## config.mk

```make
export PLATFORM = sky130hd
export DESIGN_NAME = key_edge_detect
export DESIGN_NICKNAME = d
export VERILOG_FILES = /design/src/rtl/key_edge_detect.sv
export SDC_FILE = /design/constraint.sdc
export NUM_CORES = 1
export LEC_CHECK = 0
export CAP_MARGIN = 20
export CORE_MARGIN = 2
export CORE_UTILIZATION = 40
export CTS_CLUSTER_DIAMETER = 50
export DETAILED_ROUTE_END_ITERATION = 10
export GPL_TIMING_DRIVEN = 0
export PLACE_DENSITY = 0.57
export REMOVE_ABC_BUFFERS = 1
export SETUP_SLACK_MARGIN = 0.15
export SYNTH_ARGS = -nofsm -noshare
export SYNTH_HDL_FRONTEND = slang
export SYNTH_SLANG_ARGS = --single-unit
```

## constraint.sdc

```tcl
create_clock -name CLK -period 1.75 [get_ports CLK]
set_input_delay 0.35 -clock CLK [delete_from_list [all_inputs] [get_ports CLK]]
set_output_delay 0.35 -clock CLK [all_outputs]
set_load 0.03 [all_outputs]
```

## src/rtl/key_edge_detect.sv

```systemverilog
// Key front-end: synchronises a raw key pin and reports debounced edges as one-cycle pulses.
// Latency: pin change sampled at edge k gives a pulse registered at edge k+2 (when idle).
// No backpressure; start-up blanking and a post-edge lockout defer, never drop, level changes.
module key_edge_detect #(
  parameter logic [19:0] STARTUP_CYCLES = 20'd5_000,
  parameter logic [19:0] LOCK_CYCLES    = 20'd500_000
) (
  input  logic CLK,
  input  logic RST,
  input  logic Pin_In,
  output logic H2L_Sig,
  output logic L2H_Sig,
  output logic Key_Level,
  output logic Busy
);

  typedef enum logic [1:0] {
    ST_STARTUP = 2'd0,
    ST_IDLE    = 2'd1,
    ST_LOCK    = 2'd2
  } state_t;

  // Terminal counts; the counter starts at 0 on each state entry.
  localparam logic [19:0] STARTUP_LAST = STARTUP_CYCLES - 20'd1;
  localparam logic [19:0] LOCK_LAST    = LOCK_CYCLES - 20'd1;

  logic        s1;
  logic        s2;
  state_t      state;
  logic [19:0] cnt;

  // Two-flop synchroniser; resets to the idle (released) pin level.
  always_ff @(posedge CLK) begin
    if (RST) begin
      s1 <= 1'b1;
      s2 <= 1'b1;
    end else begin
      s1 <= Pin_In;
      s2 <= s1;
    end
  end

  // Control FSM with registered pulse, level and busy outputs.
  // Busy is loaded with (next state != IDLE) so it rises with the pulse.
  always_ff @(posedge CLK) begin
    if (RST) begin
      state     <= ST_STARTUP;
      cnt       <= 20'd0;
      H2L_Sig   <= 1'b0;
      L2H_Sig   <= 1'b0;
      Key_Level <= 1'b1;
      Busy      <= 1'b1;
    end else begin
      H2L_Sig <= 1'b0;
      L2H_Sig <= 1'b0;
      case (state)
        ST_STARTUP: begin
          if (cnt == STARTUP_LAST) begin
            // Adopt the settled pin level silently: power-up is not an edge.
            Key_Level <= s2;
            state     <= ST_IDLE;
            cnt       <= 20'd0;
            Busy      <= 1'b0;
          end else begin
            cnt  <= cnt + 20'd1;
            Busy <= 1'b1;
          end
        end
        ST_IDLE: begin
          cnt <= 20'd0;
          if (s2 != Key_Level) begin
            // Any mismatch here, including one that arose during lockout, is reported now.
            Key_Level <= s2;
            H2L_Sig   <= ~s2;
            L2H_Sig   <= s2;
            state     <= ST_LOCK;
            Busy      <= 1'b1;
          end else begin
            Busy <= 1'b0;
          end
        end
        ST_LOCK: begin
          // Pin is ignored while locked; bounce is absorbed here.
          if (cnt == LOCK_LAST) begin
            state <= ST_IDLE;
            cnt   <= 20'd0;
            Busy  <= 1'b0;
          end else begin
            cnt  <= cnt + 20'd1;
            Busy <= 1'b1;
          end
        end
        default: begin
          state <= ST_STARTUP;
          cnt   <= 20'd0;
          Busy  <= 1'b1;
        end
      endcase
    end
  end

endmodule

```

==> qor.txt <==
====================================================================================
Category of the most critical setup path                                  reg -> reg
Highest net fanout along the worst path                                            5
Count of unique library cells instantiated by Yosys                               37
Number of antenna-violating nets in the routed design                              0
DR WL met2                                                                   1860 um
Routed len/inst                                                              15.8 um
Die span in y                                                                62.4 um
Top FF cell, synth                                                      sky130_fd_sc_hd__dfxtp_1
Maximum vdd ir drop                                                         0.315 mV
Cell Rows                                                                         21
TritonRoute pass-1 iters                                                           4
Unrepaired setup endpoints after global routing                                 true
Number of pins exceeding their max-slew limit in the final report                  0
Die outline width                                                            62.4 um
Growth of design area from synthesis to finish                                 52.1%
Clock-pin slew on the worst setup and hold paths                              160 ps
Most frequent cell on the critical path                                 sky130_fd_sc_hd__buf_12
Endpoint arrival time on the critical path                                   1950 ps
Deepest level of the CTS H-tree                                                    1
Overall die area                                                         0.00390 mm2
Synth Register Bits                                                               28
Post-detailed-placement half-perimeter wirelength                            1900 um
Per-cell via count in the routed design                                         5.58
Commonest cells post-synth                                              sky130_fd_sc_hd__dfxtp_1, sky130_fd_sc_hd__nor3_1, sky130_fd_sc_hd__nand3_1, sky130_fd_sc_hd__nor2_1, sky130_fd_sc_hd__xnor2_1
Routed length on met1                                                        1550 um
Clock tree from TritonCTS                                                       done
Beginning of the worst hold path                                        s1$_SDFF_PP1_
Count of unresolved DRC violations after routing                                   0
Pwr Total                                                                    1.13 mW
CTS buffer count                                                                   3
Average instance area after synthesis                                       9.16 um2
Yosys warnings                                                                     0
Final setup fails                                                                  0
Proportion of layout cells with a drive suffix above 1                         50.0%
Dominant cells by area after synthesis                                  sky130_fd_sc_hd__dfxtp_1, sky130_fd_sc_hd__xnor2_1, sky130_fd_sc_hd__nor3_1, sky130_fd_sc_hd__nand3_1, sky130_fd_sc_hd__nor4b_1
Max Cap Violations                                                                 0
CTS max path bufs                                                                  2
Worst-case register-to-register setup slack                                    10 ps
Initial cell density of the core                                               41.2%
Largest net degree at the start of global routing                                 17
Post-synth EDFFs                                                                   0
Total number of nets in the final design                                         185
Global-route wire length before repair                                       5490 um
Total wirelength of the detailed-routed design                               3570 um
Nature of the critical path startpoint                                     flip-flop
Sequential fraction of design power                                            56.5%
Clock period minus final worst setup slack                                   1740 ps
Synth Instances                                                                  149
Number of placed I/O pins                                                          7
Area post-placement                                                      0.00145 mm2
Skew final                                                                   16.2 ps
Initial antenna violation count                                                    0
Maximum single-stage delay on the critical path                               380 ps
Slowest stage cell, crit path                                           sky130_fd_sc_hd__dfxtp_4
Final GP Congestion                                                            0.799
Ordered cell list for the critical path                                 buf_12 -> nor4_4 -> nand4_1 -> nor3_4 -> buf_6 -> buf_12 -> o311ai_2
Combinational Power Share                                                       5.3%
Highest layer used for signal routing                                           met4
Number of buffers inserted for hold repair after clock tree synthesis              0
Sink count of the clock tree                                                      28
Met3 Wirelength                                                               101 um
Least-Margin Pin Slew                                                         325 ps
Seq/Total Area, Yosys                                                          41.1%
Final std cell area, no fill                                             0.00208 mm2
Part of the cycle the worst path needs                                         99.2%
Hold violation total from the final report                                         0
Status                                                                  finished, final reports clean
Path type of the worst min-delay path                                     reg -> reg
Launch point of the critical path                                       cnt[10]$_SDFF_PP0_
Internal power                                                              0.888 mW
Most numerous cell in the Yosys netlist                                 sky130_fd_sc_hd__dfxtp_1
PwrDens                                                                   545 mW/mm2
Leading area contributor after synthesis                                sky130_fd_sc_hd__dfxtp_1
Crit Reg-Reg Startpoint                                                 cnt[10]$_SDFF_PP0_
Port Buffers                                                                       6
Crit. End Element                                                          flip-flop
Number of global-route vias before repair                                       1190
Global-route usage over all layers                                             17.4%
Clock group share of total power                                               38.2%
Fraction of post-synthesis cell area in the top cell type by area              41.1%
Core Area                                                                0.00331 mm2
Tightest slew margin relative to the limit                                     78.1%
Clock network latency to the later pin of the worst-skew pair                 340 ps
Cell area after synthesis                                                0.00137 mm2
Total grt overflow                                                                 0
Static Leak                                                                 0.701 nW
Share of flip-flops with an asynchronous set or reset after synthesis             0%
DRC violation total after the first TritonRoute iteration                         61
Number of fillers in the final layout                                            279
Root cell of the clock tree                                             sky130_fd_sc_hd__clkbuf_4
N_diodes                                                                           0
Maximum frequency from static timing analysis                                576 MHz
Data required time of the critical path                                      1970 ps
Net switching power of the design                                           0.243 mW
Sw Share                                                                       21.5%
Via total after detailed routing                                                1262
====================================================================================
[logic make-up after synthesis]
group           Yosys count  share of synthesized area (%)
compound gates           15                           8.25
xor+xnor                 15                           9.62
fa+ha+maj                 1                          0.916
buf+inv                  12                           5.22
flops                    28                           41.1
mux                       1                          0.733
simple gates             77                           34.2
[per-layer routing]
| metal | GRT usage, % | vias to the layer above |
|---|---|---|
| met5 | 0 | - |
| met4 | 5.56 | 0 |
| met3 | 1.98 | 8 |
| met2 | 31.7 | 25 |
| met1 | 21.4 | 617 |
| li1 | - | 612 |
[power groups by stage]
stage	combinational [mW]	clock, mW	sequential (mW)
floorplan	0.0192	0	0.669
global placement	0.0298	0	0.670
detailed placement	0.0333	0	0.671
CTS	0.0481	0.441	0.638
global route	0.0646	0.465	0.640
finish	0.0603	0.432	0.639
[through the flow]
stage / setup TNS, ps / hold slack (ps) / instances / utilization, % / worst slack [ps]
final: 0 / 450 / 226 / 62.7 / 13.4
after global routing: -635 / 470 / 226 / 62.7 / -48.3
after CTS: 0 / 454 / 219 / 56.1 / 56.1
after detailed placement: -8970 / 416 / 195 / 43.9 / -483
after global placement: -27690 / 395 / 193 / 43.1 / -1320
after floorplan: -13430 / 389 / 141 / - / -655
[sequential cells by signal, indices dropped and copies added, names as in the netlist]
name / count
Busy: 1
H2L_Sig: 1
Key_Level: 1
L2H_Sig: 1
cnt: 20
s1: 1
s2: 1
state: 2
[layout make-up]
type                    instances  area [um2]  share of cell area [%]
clock buffers                   3        22.5                    1.08
clock inverters                 1        30.0                    1.45
inverters                       4        15.0                   0.723
multi-input cells             109         963                    46.4
flip-flops and latches         28         622                    30.0
well taps                      46        57.6                    2.77
repair buffers                 35         365                    17.6
[path summary, 6_finish.rpt]
check             cells past startpoint               to
setup / recovery                      7  Busy$_SDFF_PP1_
hold reg to reg                       1    s2$_SDFF_PP1_
hold / removal                        1    s2$_SDFF_PP1_
setup reg to reg                      7  Busy$_SDFF_PP1_
[cells in the final DEF, fill, tap and decap left out, drive strengths merged]
master	n
inv	4
dlygate4sd2	4
dfxtp	28
a41oi	1
mux2i	1
nand3	11
nor4b	5
o31ai	2
and4	3
o311ai	1
clkdlybuf4s50	2
and3	3
xor2	5
or2	2
nand4	6
xnor2	10
nor3	16
clkbuf	4
a21oi	1
nor4	6
nor3b	1
o311a	1
o21ai	5
nor2b	1
or3	4
ha	1
a211oi	4
buf	28
nor2	10
or4	2
bufinv	1
nand2	7
[worst max-delay path: cells and delay by family, from the launching register on]
family          cells  cell delay (ps)
compound gates      1               70
buf+inv             3              370
flops               1              380
simple gates        3              790
[timing repair]
item,in CTS,in global routing
gates resized for setup,55,29
setup buffers,19,6
endpoints found under the setup margin,28,23
pin swaps,7,17
gates cloned,1,1
No activity file was read; power rests on OpenSTA's default activity.
